`config.mk`:
```
export PLATFORM = sky130hd
export DESIGN_NAME = cla_sub_seq_flat
export DESIGN_NICKNAME = d
export VERILOG_FILES = /design/src/rtl/cla_sub_seq_pkg.sv /design/src/rtl/cla_sub_seq_if.sv /design/src/rtl/cla_sub_seq_cbl4.sv /design/src/rtl/cla_sub_seq.sv /design/src/flat_wrapper.sv
export SDC_FILE = /design/constraint.sdc
export NUM_CORES = 1
export LEC_CHECK = 0
export BUFFER_PORTS_ARGS = -buffer_cell sky130_fd_sc_hd__buf_4
export CELL_PAD_IN_SITES_DETAIL_PLACEMENT = 1
export CELL_PAD_IN_SITES_GLOBAL_PLACEMENT = 1
export CORE_MARGIN = 2
export CORE_UTILIZATION = 40
export CTS_CLUSTER_SIZE = 20
export DETAILED_ROUTE_END_ITERATION = 8
export PLACE_DENSITY_LB_ADDON = 0.1
export SETUP_SLACK_MARGIN = 0.4
export SYNTH_ARGS = -nofsm -noshare
export SYNTH_HDL_FRONTEND = slang
export SYNTH_HIERARCHICAL = 1
export SYNTH_SLANG_ARGS = --single-unit
export TNS_END_PERCENT = 10
```
`constraint.sdc`:
```
create_clock -name clk -period 5.8 [get_ports clk]
set_clock_uncertainty 0.05 [all_clocks]
set_input_delay 0.87 -clock clk [delete_from_list [all_inputs] [get_ports clk]]
set_output_delay 0.87 -clock clk [all_outputs]
set_load 0.1 [all_outputs]
```
`src/rtl/cla_sub_seq_pkg.sv`:
```
// cla_pkg: shared constants, FSM encoding and sizing helper for the
// nibble-serial borrow-lookahead subtractor.
package cla_pkg;
   localparam int NIB = 4;
   typedef enum logic [1:0] {IDLE, RUN, DONE} state_t;
   function automatic int nib_cnt(input int w);
      return w / NIB;
   endfunction
endpackage

```
`src/rtl/cla_sub_seq_if.sv`:
```
// cla_sub_seq_if: operand and result handshakes of the serial subtractor.
interface cla_sub_seq_if #(
   parameter int WIDTH = 16
);
   logic in_valid, in_ready, bin, out_valid, out_ready, bout, zero, busy;
   logic [WIDTH-1:0] a, b, d;
   modport master(output in_valid, a, b, bin, out_ready,
                  input in_ready, out_valid, d, bout, zero, busy);
   modport slave(input in_valid, a, b, bin, out_ready,
                 output in_ready, out_valid, d, bout, zero, busy);
endinterface

```
`src/rtl/cla_sub_seq_cbl4.sv`:
```
// cbl4: combinational 4-bit borrow-lookahead subtract slice, dif = x - y - bi.
module cbl4 (
   input  logic [3:0] x,
   input  logic [3:0] y,
   input  logic       bi,
   output logic [3:0] dif,
   output logic       bo
);
   logic [3:0] g, p;
   logic [3:1] c;
   assign g = ~x & y;
   assign p = ~(x ^ y);
   // every borrow is a flat sum of products over g/p/bi, no chaining
   assign c[1] = g[0] | (p[0] & bi);
   assign c[2] = g[1] | (p[1] & g[0]) | (p[1] & p[0] & bi);
   assign c[3] = g[2] | (p[2] & g[1]) | (p[2] & p[1] & g[0]) | (p[2] & p[1] & p[0] & bi);
   assign bo   = g[3] | (p[3] & g[2]) | (p[3] & p[2] & g[1]) | (p[3] & p[2] & p[1] & g[0])
               | (p[3] & p[2] & p[1] & p[0] & bi);
   assign dif = x ^ y ^ {c, bi};
endmodule

```
`src/rtl/cla_sub_seq.sv`:
```
// cla_sub_seq: multi-cycle a - b - bin, one borrow-lookahead nibble per clock
// with the borrow carried between nibbles in a register.
module cla_sub_seq
   import cla_pkg::*;
#(
   parameter int WIDTH = 16
) (
   input logic          clk,
   input logic          rst,
   cla_sub_seq_if.slave s
);
   localparam int N  = nib_cnt(WIDTH);
   localparam int IW = N > 1 ? $clog2(N) : 1;
   if (WIDTH % NIB != 0 || WIDTH < NIB) begin : g_bad_width
      $error("cla_sub_seq: WIDTH must be a multiple of 4 and at least 4");
   end
   state_t st;
   logic [WIDTH-1:0] a_l, b_l, d_r, d_nx;
   logic [IW-1:0] idx;
   logic br, bo, bout_r, zero_r;
   logic [NIB-1:0] dif;
   cbl4 u_slice (
      .x  (a_l[idx*NIB +: NIB]),
      .y  (b_l[idx*NIB +: NIB]),
      .bi (br),
      .dif(dif),
      .bo (bo)
   );
   always_comb begin
      d_nx = d_r;
      d_nx[idx*NIB +: NIB] = dif;
   end
   always_ff @(posedge clk) begin
      if (rst) begin
         st     <= IDLE;
         idx    <= '0;
         br     <= 1'b0;
         d_r    <= '0;
         bout_r <= 1'b0;
         zero_r <= 1'b0;
      end else begin
         case (st)
            IDLE: if (s.in_valid) begin
               a_l <= s.a;
               b_l <= s.b;
               br  <= s.bin;
               idx <= '0;
               st  <= RUN;
            end
            RUN: begin
               d_r <= d_nx;
               br  <= bo;
               idx <= idx + 1'b1;
               // zero is judged on the fully assembled difference
               if (idx == IW'(N - 1)) begin
                  st     <= DONE;
                  bout_r <= bo;
                  zero_r <= d_nx == '0;
               end
            end
            DONE: if (s.out_ready) st <= IDLE;
            default: st <= IDLE;
         endcase
      end
   end
   assign s.in_ready  = st == IDLE;
   assign s.out_valid = st == DONE;
   assign s.busy      = st != IDLE;
   assign s.d         = d_r;
   assign s.bout      = bout_r;
   assign s.zero      = zero_r;
endmodule

```
`src/flat_wrapper.sv`:
```
// flat-port wrapper written by rule: the top's interface ports become plain ports
module cla_sub_seq_flat import cla_pkg::*;
#(
   parameter int WIDTH = 16
)
  (clk, rst, s_in_valid, s_a, s_b, s_bin, s_out_ready, s_in_ready, s_out_valid, s_d, s_bout, s_zero, s_busy);
  cla_sub_seq_if #(.WIDTH(WIDTH)) s_i ();
  input logic clk;
  input logic rst;
  input wire logic [$bits(s_i.in_valid)-1:0] s_in_valid;
  input wire logic [$bits(s_i.a)-1:0] s_a;
  input wire logic [$bits(s_i.b)-1:0] s_b;
  input wire logic [$bits(s_i.bin)-1:0] s_bin;
  input wire logic [$bits(s_i.out_ready)-1:0] s_out_ready;
  output wire logic [$bits(s_i.in_ready)-1:0] s_in_ready;
  output wire logic [$bits(s_i.out_valid)-1:0] s_out_valid;
  output wire logic [$bits(s_i.d)-1:0] s_d;
  output wire logic [$bits(s_i.bout)-1:0] s_bout;
  output wire logic [$bits(s_i.zero)-1:0] s_zero;
  output wire logic [$bits(s_i.busy)-1:0] s_busy;
  assign s_i.in_valid = s_in_valid;
  assign s_i.a = s_a;
  assign s_i.b = s_b;
  assign s_i.bin = s_bin;
  assign s_i.out_ready = s_out_ready;
  assign s_in_ready = s_i.in_ready;
  assign s_out_valid = s_i.out_valid;
  assign s_d = s_i.d;
  assign s_bout = s_i.bout;
  assign s_zero = s_i.zero;
  assign s_busy = s_i.busy;
  cla_sub_seq #(.WIDTH(WIDTH)) u_core (.clk(clk), .rst(rst), .s(s_i));
endmodule
```
### Word-level counts from Yosys, hierarchy flattened

Index checks and enable logic that the tools add are counted.

| word-level totals | value |
|---|---|
| input port bits | 37 |
| register bits after elaboration | 55 |
| logic and storage cells | 69 |
| output and inout port bits | 21 |

| operators by class | value |
|---|---|
| add/sub/neg operators | 2 |
| reductions and logical operators | 8 |
| equality and inequality tests | 6 |
| shifts and indexed selects | 4 |
| bitwise gates (word level) | 32 |
| muxes and demuxes | 9 |

Operators by type and width:

| cell | number |
|---|---|
| $neg 4->34 | 1 |
| $shift 4x34->16 const A | 1 |
| $shiftx 4x34->16 | 1 |
| $shiftx 16x5->4 | 2 |
| $and 1x1->1 | 16 |
| $bwmux 16 | 1 |
| $logic_not 16->1 | 1 |
| $or 1x1->1 | 10 |
| $mux 2 | 4 |
| $not 4->4 | 2 |
| $xor 4x4->4 | 2 |
| $pmux 2 s3 | 1 |
| $reduce_and 3->1 | 2 |
| $and 4x4->4 | 1 |
| $eq 2x2->1 const B | 2 |
| $ne 2x2->1 const B | 2 |
| $pmux 2 s2 | 1 |
| $reduce_and 2->1 | 2 |
| $reduce_bool 2->1 | 2 |
| $add 2x1->2 const B | 1 |
| $eq 2x1->1 const B | 1 |
| $logic_not 2->1 | 1 |
| $ne 2x1->1 const B | 1 |
| $pmux 1 s2 | 1 |
| other kinds (2) | 2 |

### Longest topological paths before layout

| logic depth | value |
|---|---|
| depth in word-level cells | 11 |
| depth in mapped cells | 12 |
| mapped depth without buffers | 10 |

### By module

The synthesis kept the hierarchy.

By module, submodules not included:

| module | area an instance (um2) | instances | seq. area each (um2) | cells an instance |
|---|---|---|---|---|
| cla_sub_seq | 2331.0 | 1 | 1421.4 | 187 |
| cbl4 | 200.2 | 1 | 0.0 | 27 |

### Worst setup path after synthesis

Ideal clock, no wire load.

| timing path | value |
|---|---|
| path kind | input -> register |
| from | in rst |
| to | reg u_core.a_l[0] (enable) |
| path buffers | 1 |
| cell stages on the path | 2 |
| library setup time | 0.468 ns |
| setup slack | 1.854 ns |
| required time | 5.282 ns |
| arrival | 3.428 ns |
| cell sequence | clkbuf_1 nor3b_1 |

| between the ends | value |
|---|---|
| longest elaborated chain between the ends | 2 |

RTL lines:

| what | line | text |
|---|---|---|
| from (decl) | flat_wrapper.sv:9 | `input logic rst;` |
| $not 1->1 (no line) | - |  |
| $reduce_and 3->1 (no line) | - |  |
| to (signal assigned) | cla_sub_seq.sv:44 | `a_l <= s.a;` |
| to (decl) | cla_sub_seq.sv:18 | `logic [WIDTH-1:0] a_l, b_l, d_r, d_nx;` |

No other way between the ends.
A chain may end at the register's enable or synchronous reset.

### Worst setup path in the final report

| timing path | value |
|---|---|
| from | reg u_core.idx[0] |
| to | reg u_core.zero_r, in the netlist u_core/s.zero |

| between the ends | value |
|---|---|
| longest elaborated chain between the ends | 11 |
| elaborated cells between the ends (all ways) | 29 |
| classes of those cells | 1 x add/sub; 1 x eq/ne; 4 x shift; 1 x mux; 20 x bitwise; 2 x reduce/logical |

RTL lines:

| what | line | text |
|---|---|---|
| from (decl) | cla_sub_seq.sv:19 | `logic [IW-1:0] idx;` |
| from (signal assigned) | cla_sub_seq.sv:53 | `idx <= idx + 1'b1;` |
| $shiftx 16x5->4 (on tied branches) | cla_sub_seq.sv:23, cla_sub_seq.sv:24 |  |
| $xor 4x4->4 or $not 4->4 (tied branches) | cla_sub_seq_cbl4.sv:12, cla_sub_seq_cbl4.sv:19, cla_sub_seq_cbl4.sv:11 |  |
| $not 4->4 or $and 4x4->4 (tied branches) | cla_sub_seq_cbl4.sv:12, cla_sub_seq_cbl4.sv:11 |  |
| $and 1x1->1 | cla_sub_seq_cbl4.sv:16 | `assign c[3] = g[2] \| (p[2] & g[1]) \| (p[2] & p[1] & g[0]) \| (p[2] & p[1] & p[0] & bi);` |
| $or 1x1->1 or $and 1x1->1 (tied branches) (2 in a row) | cla_sub_seq_cbl4.sv:16 |  |
| $or 1x1->1 | cla_sub_seq_cbl4.sv:16 |  |
| $xor 4x4->4 * | cla_sub_seq_cbl4.sv:19 | `assign dif = x ^ y ^ {c, bi};` |
| net u_core.dif[3] | cla_sub_seq.sv:21 | `logic [NIB-1:0] dif;` |
| $shiftx 4x34->16 * | cla_sub_seq.sv:31 | `d_nx[idx*NIB +: NIB] = dif;` |
| $bwmux 16 * | cla_sub_seq.sv:31 |  |
| $logic_not 16->1 * | cla_sub_seq.sv:58 | `zero_r <= d_nx == '0;` |
| to (signal assigned) | cla_sub_seq.sv:40 | `zero_r <= 1'b0;` |
| to (signal assigned) | cla_sub_seq.sv:58 |  |
| to (decl) | cla_sub_seq.sv:20 | `logic br, bo, bout_r, zero_r;` |

Mark *: on every way through the listed nets, which the timed path passes. The rest lies on a longest branch.

==> tab_implementation.tex <==
\begin{tabular}{lr}
\hline
Metric & Value \\
\hline
\multicolumn{2}{l}{\textbf{Timing}} \\
\quad Final-report hold violation count & 0 \\
\quad Timing-limited maximum frequency & 0.277 GHz \\
\quad Final setup violation count & 0 \\
\quad Final hold slack & 0.410 ns \\
\quad Setup repair after global routing missed its margin & false \\
\quad Final period utilization & 0.622 \\
\quad Headroom to the max-slew limit & 0.427 \\
\quad Worst Max-Slew Pin Slew & 0.858 ns \\
\quad Slew Viols, Final & 0 \\
\quad Final setup TNS & 0 ns \\
\quad Final period demand of the worst path & 3.61 ns \\
\multicolumn{2}{l}{\textbf{Die}} \\
\quad Cell row count & 28 \\
\quad Area inside the core boundary & 0.00603 sq mm \\
\quad DIE AREA & 0.00698 sq mm \\
\quad Effective utilization at floorplan & 0.420 \\
\quad Chip Width & 83.6 microns \\
\quad Die Ht & 83.6 microns \\
\quad Top-level port count & 58 \\
\multicolumn{2}{l}{\textbf{Global routing}} \\
\quad Global routing usage summed across all routing layers & 0.165 \\
\quad Most utilized layer in the global route result & met2 \\
\quad GR met1 Demand/Resource & 0.207 \\
\quad First-pass GRT wire length & 9.38 mm \\
\quad Met2 Usage GRT & 0.289 \\
\quad Total gr overflow & 0 \\
\quad Met3 GRT Util & 0.0386 \\
\quad Maximum number of pins on one net before global-route repair & 33 \\
\quad Vias in the first global route & 1939 \\
\quad Number of antenna violations at the first check in global routing & 0 \\
\multicolumn{2}{l}{\textbf{Yosys}} \\
\quad Number of flops mapped to enable cells by yosys & 32 \\
\quad Post-Syn Instances & 214 \\
\quad Post-synth top area cell & edfxtp\_1 \\
\quad Syn. warnings & 6 \\
\quad Count of state elements after synthesis & 55 \\
\quad Synth async-reset ratio & 0 \\
\quad Avg Cell Area, Syn & 11.8 sq um \\
\quad Share of synthesized area occupied by flip-flops and latches & 0.562 \\
\quad Cells taking the most area after synthesis & edfxtp\_1, dfxtp\_1, mux4\_2, ha\_1, a21oi\_1 \\
\quad Primary FF master, synth & edfxtp\_1 \\
\quad Top-area cell type share of the netlist area & 0.380 \\
\quad Post-synthesis instance area & 0.00253 sq mm \\
\quad Number of distinct standard cells referenced by the synthesized netlist & 39 \\
\quad Syn Nets & 263 \\
\multicolumn{2}{l}{\textbf{Clock tree}} \\
\quad Post-CTS resize count & 0 \\
\quad Number of hold buffers added after CTS & 0 \\
\quad Deepest clock path buffer count & 2 \\
\quad CTS tree & done \\
\quad Setup Fix Bufs, Post-CTS & 0 \\
\quad Clock latency of the later-clocked register in the worst-skew pair & 0.31 ns \\
\quad Total clock buffers created by CTS & 5 \\
\quad CTS sink count & 55 \\
\quad CTS clk-pin slew, worst paths & 0.10 ns \\
\quad Clk Tree Root Cell & clkbuf\_8 \\
\quad Depth of the CTS H-tree & 2 \\
\multicolumn{2}{l}{\textbf{Detailed routing}} \\
\quad First-iteration detailed-routing DRC count & 78 \\
\quad DRC violations left & 0 \\
\quad Final wirelength & 5.44 mm \\
\quad Detailed-route via count & 1836 \\
\quad Number of iterations in the first detailed-routing pass & 4 \\
\quad Average routed wire per standard cell & 15.6 microns \\
\quad Vias per cell & 5.28 \\
\quad Antenna violation net count after detailed routing & 0 \\
\multicolumn{2}{l}{\textbf{Status}} \\
\quad Run status & finished clean \\
\multicolumn{2}{l}{\textbf{Power}} \\
\quad Pleak & 1.24 nW \\
\quad Pwr/cell area & 261 mW/mm\^{}2 \\
\quad Worst voltage drop across the vdd grid & 0.167 mV \\
\multicolumn{2}{l}{\textbf{Worst setup path}} \\
\quad Crit Path Category & register to register \\
\quad Critical Path RT & 5.98 ns \\
\quad CP Launch Type & register \\
\quad Kind of capture point of the worst setup path & register \\
\quad Worst-path fanout max & 19 \\
\quad Arr. time, crit path & 3.79 ns \\
\multicolumn{2}{l}{\textbf{Flow run}} \\
\quad Max cap viols & 0 \\
\multicolumn{2}{l}{\textbf{Worst hold path}} \\
\quad Type of the most critical hold path & register to register \\
\multicolumn{2}{l}{\textbf{Layout}} \\
\quad Final nets & 321 \\
\quad Relative area change from synthesis to final layout & 24.1\% \\
\quad Layout cells sized above 1 & 0.304 \\
\quad Filler cells & 657 \\
\quad Antenna diode instance count & 0 \\
\multicolumn{2}{l}{\textbf{Place}} \\
\quad IO Port Bufs & 57 \\
\quad Final HPWL from detailed placement & 3.97 mm \\
\quad Weighted congestion at the end of routability-driven global placement & 0.777 \\
\hline
\end{tabular}
[power breakdown]
part	internal [mW]	switching [mW]	total [mW]	leakage (nW)
Clock	0.100	0.130	0.231	0.0522
Combinational	0.0588	0.0938	0.153	0.701
Sequential	0.427	0.0106	0.438	0.483
[synthesized netlist by cell type (6+ instances only)]
cell type	count
mux4_2	8
ha_1	11
nand3_1	12
nor2_1	16
nand2_1	15
edfxtp_1	32
dfxtp_1	23
clkbuf_1	6
a21oi_1	17
inv_1	15
[per-stage QoR]
stage	cells	setup WS, ns	util	instance area, sq um	power, mW
finish	348	2.19	0.521	3140	0.821
global route	348	1.87	0.521	3140	0.865
CTS	348	2.15	0.521	3140	0.832
detailed placement	340	2.17	0.505	3040	0.600
global placement	340	2.28	0.505	3040	0.598
floorplan	214	1.85	-	2530	0.550
[cells in the final DEF, fill, tap and decap left out, drive strengths merged, types with 6 or more instances in the layout]
cell type / synthesis / layout
a21oi: 18 / 18
buf: 2 / 59
clkbuf: 6 / 6
dfxtp: 23 / 23
edfxtp: 32 / 32
ha: 11 / 11
inv: 15 / 17
mux4: 8 / 8
nand2: 15 / 15
nand3: 12 / 12
nor2: 16 / 16
[sequential cells by signal (all words and copies together), names as in the netlist]
register and cells:
u_core/a_l 16, u_core/b_l 16, u_core/br 1, u_core/idx 2, u_core/s.bout 1, u_core/s.d 16
u_core/s.zero 1, u_core/st 2
[path summary, 6_finish.rpt]
path                 startpoint       endpoint  slack (ns)  cells after the start
setup / recovery  u_core/idx[0]  u_core/s.zero        2.19                      9
hold / removal    u_core/s.bout  u_core/s.bout        0.41                      2
hold reg to reg   u_core/s.bout  u_core/s.bout        0.41                      2
setup reg to reg  u_core/idx[0]  u_core/s.zero        2.19                      9
[critical path, cell delays in order (launching register included)]
cell and delay [ns]:
dfxtp_1 0.90, mux4_2 0.60, ha_1 0.37, a21o_1 0.19
a21oi_1 0.16, nand3b_1 0.27, or4_1 0.58, nand3_1 0.11
a21oi_1 0.08, o31ai_2 0.22
[logic make-up (layout without fill, tap and decap cells)]
family | count (synthesis) | count (layout) | synth area share
XOR/XNOR | 2 | 2 | 0.00692
AND/OR/NAND/NOR | 74 | 74 | 0.156
flip-flops | 55 | 55 | 0.562
adder cells (fa/ha/maj) | 12 | 12 | 0.0623
multiplexers | 9 | 9 | 0.0751
AO/OA/AOI/OAI | 39 | 39 | 0.103
buffers and inverters | 23 | 82 | 0.0351
[cell type report]
type / count / area [sq um] / share of cell area
clock buffers: 6 / 82.6 / 0.0263
inverters: 15 / 56.3 / 0.0179
multi-input cells: 136 / 1030 / 0.327
repair buffers: 59 / 443 / 0.141
well taps: 75 / 93.8 / 0.0299
flip-flops and latches: 55 / 1420 / 0.453
clock inverters: 2 / 17.5 / 0.00558
[metal layers]
metal | vias up | wire length [microns]
li1 | 897 | -
met2 | 40 | 2790
met3 | 2 | 221
met1 | 897 | 2400
met4 | 0 | 27
met5 | - | 0
(Power assumes the default switching activity.)
